### config.mk
export PLATFORM = sky130hd
export DESIGN_NAME = uart_dfifo_wr_arbiter
export DESIGN_NICKNAME = d
export VERILOG_FILES = /design/src/rtl/uart_dfifo_wr_arbiter.sv
export SDC_FILE = /design/constraint.sdc
export NUM_CORES = 1
export LEC_CHECK = 0
export BUFFER_PORTS_ARGS = -buffer_cell sky130_fd_sc_hd__buf_2
export CAP_MARGIN = 5
export CELL_PAD_IN_SITES_DETAIL_PLACEMENT = 1
export CELL_PAD_IN_SITES_GLOBAL_PLACEMENT = 1
export CORE_AREA = 8 8 59 61
export CTS_CLUSTER_DIAMETER = 100
export DETAILED_ROUTE_END_ITERATION = 10
export DIE_AREA = 0 0 67 69
export GPL_ROUTABILITY_DRIVEN = 0
export PLACE_DENSITY = 0.73
export RECOVER_POWER = 50
export SETUP_SLACK_MARGIN = 0.2
export SLEW_MARGIN = 40
export SYNTH_ARGS = -nofsm -noshare
export SYNTH_HDL_FRONTEND = slang
export SYNTH_SLANG_ARGS = --single-unit
### constraint.sdc
create_clock -name i_apb_pclk -period 1.65 [get_ports i_apb_pclk]
set_input_delay 0.33 -clock i_apb_pclk [delete_from_list [all_inputs] [get_ports i_apb_pclk]]
set_output_delay 0.33 -clock i_apb_pclk [all_outputs]
set_load 0.05 [all_outputs]
### src/rtl/uart_dfifo_wr_arbiter.sv
// Round-robin arbiter sharing the DFIFO write port between NUM_REQ valid/ready requesters,
// with bounded bursts per grant. Optional per-requester transfer counters under UART_ARB_STATS_EN.
//
// state  | meaning
// -------+----------------------------------------------------------
// IDLE   | no grant held; picks the next valid requester after last_q
// GRANT  | requester grant_q owns the FIFO write port for up to BURST_LEN beats
module uart_dfifo_wr_arbiter #(
  parameter int NUM_REQ    = 2,
  parameter int DATA_WIDTH = 8,
  parameter int BURST_LEN  = 4,
  localparam int GW        = (NUM_REQ > 1) ? $clog2(NUM_REQ) : 1
) (
  input  logic                          i_apb_pclk,
  input  logic                          i_apb_presetn,
  input  logic                          i_enable,
  input  logic [NUM_REQ-1:0]            i_req_valid,
  input  logic [NUM_REQ*DATA_WIDTH-1:0] i_req_data,
  output logic [NUM_REQ-1:0]            o_req_ready,
  input  logic                          i_dfifo_full,
  output logic [DATA_WIDTH-1:0]         o_dfifo_input,
  output logic                          o_dfifo_write_req,
  output logic [GW-1:0]                 o_grant_id,
  output logic                          o_busy
`ifdef UART_ARB_STATS_EN
  ,
  input  logic                          i_stats_clr,
  output logic [NUM_REQ*16-1:0]         o_xfer_cnt
`endif
);

  typedef enum logic {
    ST_IDLE  = 1'b0,
    ST_GRANT = 1'b1
  } state_t;

  state_t          state_q, state_d;
  logic [GW-1:0]   grant_q, grant_d;
  logic [GW-1:0]   last_q, last_d;
  logic [7:0]      burst_q, burst_d;
  logic [DATA_WIDTH-1:0] sel_data;
  logic            sel_valid;
  logic            xfer;
  logic            found;
  int              idx;

  // Mux the granted requester's valid and data slice.
  always_comb begin
    sel_data  = '0;
    sel_valid = 1'b0;
    for (int i = 0; i < NUM_REQ; i++) begin
      if (grant_q == GW'(i)) begin
        sel_data  = i_req_data[i*DATA_WIDTH +: DATA_WIDTH];
        sel_valid = i_req_valid[i];
      end
    end
  end

  always_ff @(posedge i_apb_pclk or negedge i_apb_presetn) begin
    if (!i_apb_presetn) begin
      state_q <= ST_IDLE;
      grant_q <= '0;
      last_q  <= GW'(NUM_REQ - 1);
      burst_q <= '0;
    end else begin
      state_q <= state_d;
      grant_q <= grant_d;
      last_q  <= last_d;
      burst_q <= burst_d;
    end
  end

  always_comb begin
    state_d           = state_q;
    grant_d           = grant_q;
    last_d            = last_q;
    burst_d           = burst_q;
    o_req_ready       = '0;
    xfer              = 1'b0;
    o_dfifo_write_req = 1'b0;
    o_dfifo_input     = '0;
    found             = 1'b0;
    idx               = 0;
    case (state_q)
      ST_IDLE: begin
        if (i_enable && |i_req_valid) begin
          // Scan starting just after the last grant so every requester gets a turn.
          for (int k = 1; k <= NUM_REQ; k++) begin
            idx = (int'(last_q) + k) % NUM_REQ;
            for (int j = 0; j < NUM_REQ; j++) begin
              if (!found && (j == idx) && i_req_valid[j]) begin
                found   = 1'b1;
                grant_d = GW'(j);
              end
            end
          end
          burst_d = '0;
          state_d = ST_GRANT;
        end
      end
      ST_GRANT: begin
        for (int i = 0; i < NUM_REQ; i++) begin
          if (grant_q == GW'(i)) o_req_ready[i] = i_enable && !i_dfifo_full;
        end
        xfer = sel_valid && i_enable && !i_dfifo_full;
        if (xfer) begin
          o_dfifo_write_req = 1'b1;
          o_dfifo_input     = sel_data;
          burst_d           = burst_q + 8'd1;
          if (burst_q == 8'(BURST_LEN - 1)) begin
            last_d  = grant_q;
            state_d = ST_IDLE;
          end
        end else if (!sel_valid || !i_enable) begin
          last_d  = grant_q;
          state_d = ST_IDLE;
        end
      end
      default: state_d = ST_IDLE;
    endcase
  end

  assign o_grant_id = grant_q;
  assign o_busy     = (state_q == ST_GRANT);

`ifdef UART_ARB_STATS_EN
  logic [15:0] cnt_q [NUM_REQ];

  // Clear has priority over a same-cycle transfer; counters saturate.
  always_ff @(posedge i_apb_pclk or negedge i_apb_presetn) begin
    if (!i_apb_presetn) begin
      for (int i = 0; i < NUM_REQ; i++) cnt_q[i] <= '0;
    end else begin
      for (int i = 0; i < NUM_REQ; i++) begin
        if (i_stats_clr) begin
          cnt_q[i] <= '0;
        end else if (xfer && (grant_q == GW'(i)) && (cnt_q[i] != 16'hFFFF)) begin
          cnt_q[i] <= cnt_q[i] + 16'd1;
        end
      end
    end
  end

  always_comb begin
    o_xfer_cnt = '0;
    for (int i = 0; i < NUM_REQ; i++) o_xfer_cnt[i*16 +: 16] = cnt_q[i];
  end
`endif

endmodule

==> run summary <==
Post-Layout Cell Count = 180
leading area contributor after synthesis = dfrtp_1
chip width = 67 um
Worst Setup End Kind = output pin
vias in the first global route = 1090
Ports = 35
status = finished with violations
critical path type = reg2out
violated checks = setup timing
worst vdd ir = 674 uV
Least-Margin Pin Slew = 0.669 ns
overall power = 0.00124 W
crit path max fanout = 5
fin crit share = 109%
net switching power = 0.000505 W
Leak = 0.725 nW
Port Buf Inserts = 34
critical-path cell list = mux2_4 -> nand2_8 -> clkinvlp_4 -> buf_6
R2R depth = 5
post-route ant nets = 0
Die ar. = 0.00462 mm^2
Routed WL per cell = 19.4 um
synth top area cells = dfrtp_1, mux2i_1, nor2_1
Final Hold Viols = 0
Overall Global Routing Usage = 14.6%
Max transition margin = 55.4%
row count = 19
Clock power frac = 16.3%
setup ws final = -0.153 ns
CP startpoint kind = register
number of diodes = 0
H-Tree Depth = 1
post-DP HPWL = 2050 um
count of different cell masters after synthesis = 32
global-route wire length before repair = 5270 um
final setup violating endpoints = 11
pwr dens = 766 mW/mm^2
CORE AREA = 0.00262 mm^2
crit path time final = 1.80 ns
Synth Register Bits = 11
Max Buffers Root-to-Sink = 2
Cell Int Power = 0.000739 W
RSZ-0062 raised after global routing = true
commonest non-fill, non-tap cell in the layout = buf_2
Max Cap Viol = 0
pins over their slew limit = 0
slowest CP cell = dfrtp_2
number of fill cells in the layout = 271
total global routing overflow = 0
Inst Count DP = 157
clk_lat worst skew = 0.29 ns
Synth Area per Inst = 8.96 um^2
r2r startpoint = o_grant_id$_DFFE_PN0P_
total CTS buffers = 3
syn_nets = 110
Multi-input gate area = 699 um^2
Pre-Repair DR Iteration Count = 4
Clk Tree Root Cell = clkbuf_4
most frequent cells in the layout = buf_2, buf_6, mux2i_1, buf_4
Comb power frac = 56.4%
Detailed Route WL = 3490 um
Nets = 173
Syn Inst Count = 87
CTS tree = yes
Sequential Power Share = 27.3%
Vias = 959
R2R Path End = burst_q[4]$_DFFE_PN0P_
initial DRC count = 22
arrival time of the worst setup path = 1.47 ns
Hold Crit Depth = 3
Starting Density = 29.8%
worst path required time = 1.32 ns
Seq. cell area = 279 um^2
Area growth syn-to-layout = 108%
vias per cell = 5.33
Synth top area share = 32.1%
chip height = 69 um
sequential area share after synthesis = 35.5%
min-delay src = i_req_valid[0]
hold crit path type = in2reg
Setup Skew = 0.00672 ns
DRC = 0
clock-pin slew on the worst setup and hold paths = 0.07 ns
R2R setup slack = 0.06 ns
switching portion of total power = 40.6%
share of layout cells above drive strength 1 = 63.8%
fmax = 0.555 GHz
Post-Place Setup Slack = -0.0655 ns
slowest stage delay, CP = 0.44 ns
initial antenna violation count = 0
Mapped Area = 779 um^2
worst hold path endpoint = o_grant_id$_DFFE_PN0P_
largest net degree at the start of global routing = 12
CTS sink count = 11
Yosys warning total = 0
==> cell usage after synthesis <==
cell	number
nand3b_2	1
nor2_1	10
inv_1	6
clkbuf_1	1
dfstp_2	1
a211oi_1	1
nand2_1	5
buf_2	2
o221ai_1	2
o22ai_1	1
nor4b_1	1
nand3_1	4
nor4_1	4
or4_1	1
and2_1	1
dfrtp_1	10
mux2i_2	1
mux2i_1	14
ha_1	1
o211ai_1	1
a21oi_1	2
nand4_1	1
o2bb2ai_1	1
mux2_2	1
nor3_1	1
buf_4	1
o21bai_1	2
and3b_1	1
a31oi_1	1
o21ai_0	6
nand2b_1	1
a2111o_1	1
==> routing by layer <==
metal / GRT usage, % / wire length (um)
met4: 7.44 / 69
met3: 3.88 / 228
met5: 0 / 0
met1: 15.8 / 1290
met2: 24.8 / 1890
==> how the worst max path moves through the flow <==
stage	end	start	slack (ns)
6_report	o_dfifo_write_req	o_grant_id$_DFFE_PN0P_	-0.15
5_1_grt	o_dfifo_write_req	o_grant_id$_DFFE_PN0P_	-0.20
4_1_cts	o_dfifo_write_req	o_grant_id$_DFFE_PN0P_	-0.17
3_5_place_dp	o_dfifo_input[2]	i_dfifo_full	-0.07
3_3_place_gp	o_dfifo_input[2]	i_dfifo_full	-0.03
2_1_floorplan	o_dfifo_write_req	o_grant_id$_DFFE_PN0P_	-0.14
==> stage by stage <==
stage                     hold WS [ns]  utilization, %  setup TNS (ns)  cell area, um^2
final                            0.359            62.1           -1.15             1620
after global routing             0.368            62.1           -1.59             1620
after CTS                        0.338            55.1           -1.21             1440
after detailed placement         0.220            44.1          -0.507             1150
after global placement           0.218            44.1          -0.240             1150
after floorplan                 0.0344               -          -0.575              903
==> critical path, delay by kind of cell, from the launching register on <==
kind	cells	cell delay, ns
AND/OR/NAND/NOR	1	0.12
buffers and inverters	2	0.24
multiplexers	1	0.37
flip-flops	1	0.44
==> area by class of cell <==
| class | count | share of cell area [%] |
|---|---|---|
| Clock buffer | 4 | 1.62 |
| Tap cell | 31 | 2.39 |
| Sequential cell | 11 | 17.2 |
| Inverter | 6 | 1.62 |
| Timing Repair Buffer | 61 | 34.1 |
| Multi-Input combinational cell | 67 | 43.1 |
==> sequential cells by signal (all words and copies together) (netlist names) <==
signal and flops:
burst_q 8, last_q 1, o_busy 1, o_grant_id 1
==> power groups by stage <==
stage,sequential (W),combinational (W),clock (W)
2_1_floorplan,0.000376,0.000292,0
3_3_place_gp,0.000342,0.000457,0
3_5_place_dp,0.000345,0.000463,0
4_1_cts,0.000339,0.000598,0.000203
5_1_grt,0.000345,0.000745,0.000218
6_report,0.000340,0.000701,0.000203
==> cell families after synthesis <==
group           Yosys count  synth area share (%)
simple gates             31                  20.7
compound gates           18                  15.4
mux                      16                  21.2
flops                    11                  35.5
buf+inv                  10                  5.62
fa+ha+maj                 1                  1.60
==> repair_timing <==
action,in CTS,in global routing
resized for setup,44,32
setup buffers,9,7
endpoints found under the hold margin,10,0
setup endpoints to repair,18,23
pin swaps,10,16
cloned,1,1
hold buffers,1,0
Note: power is estimated with default switching activity, not from simulation.
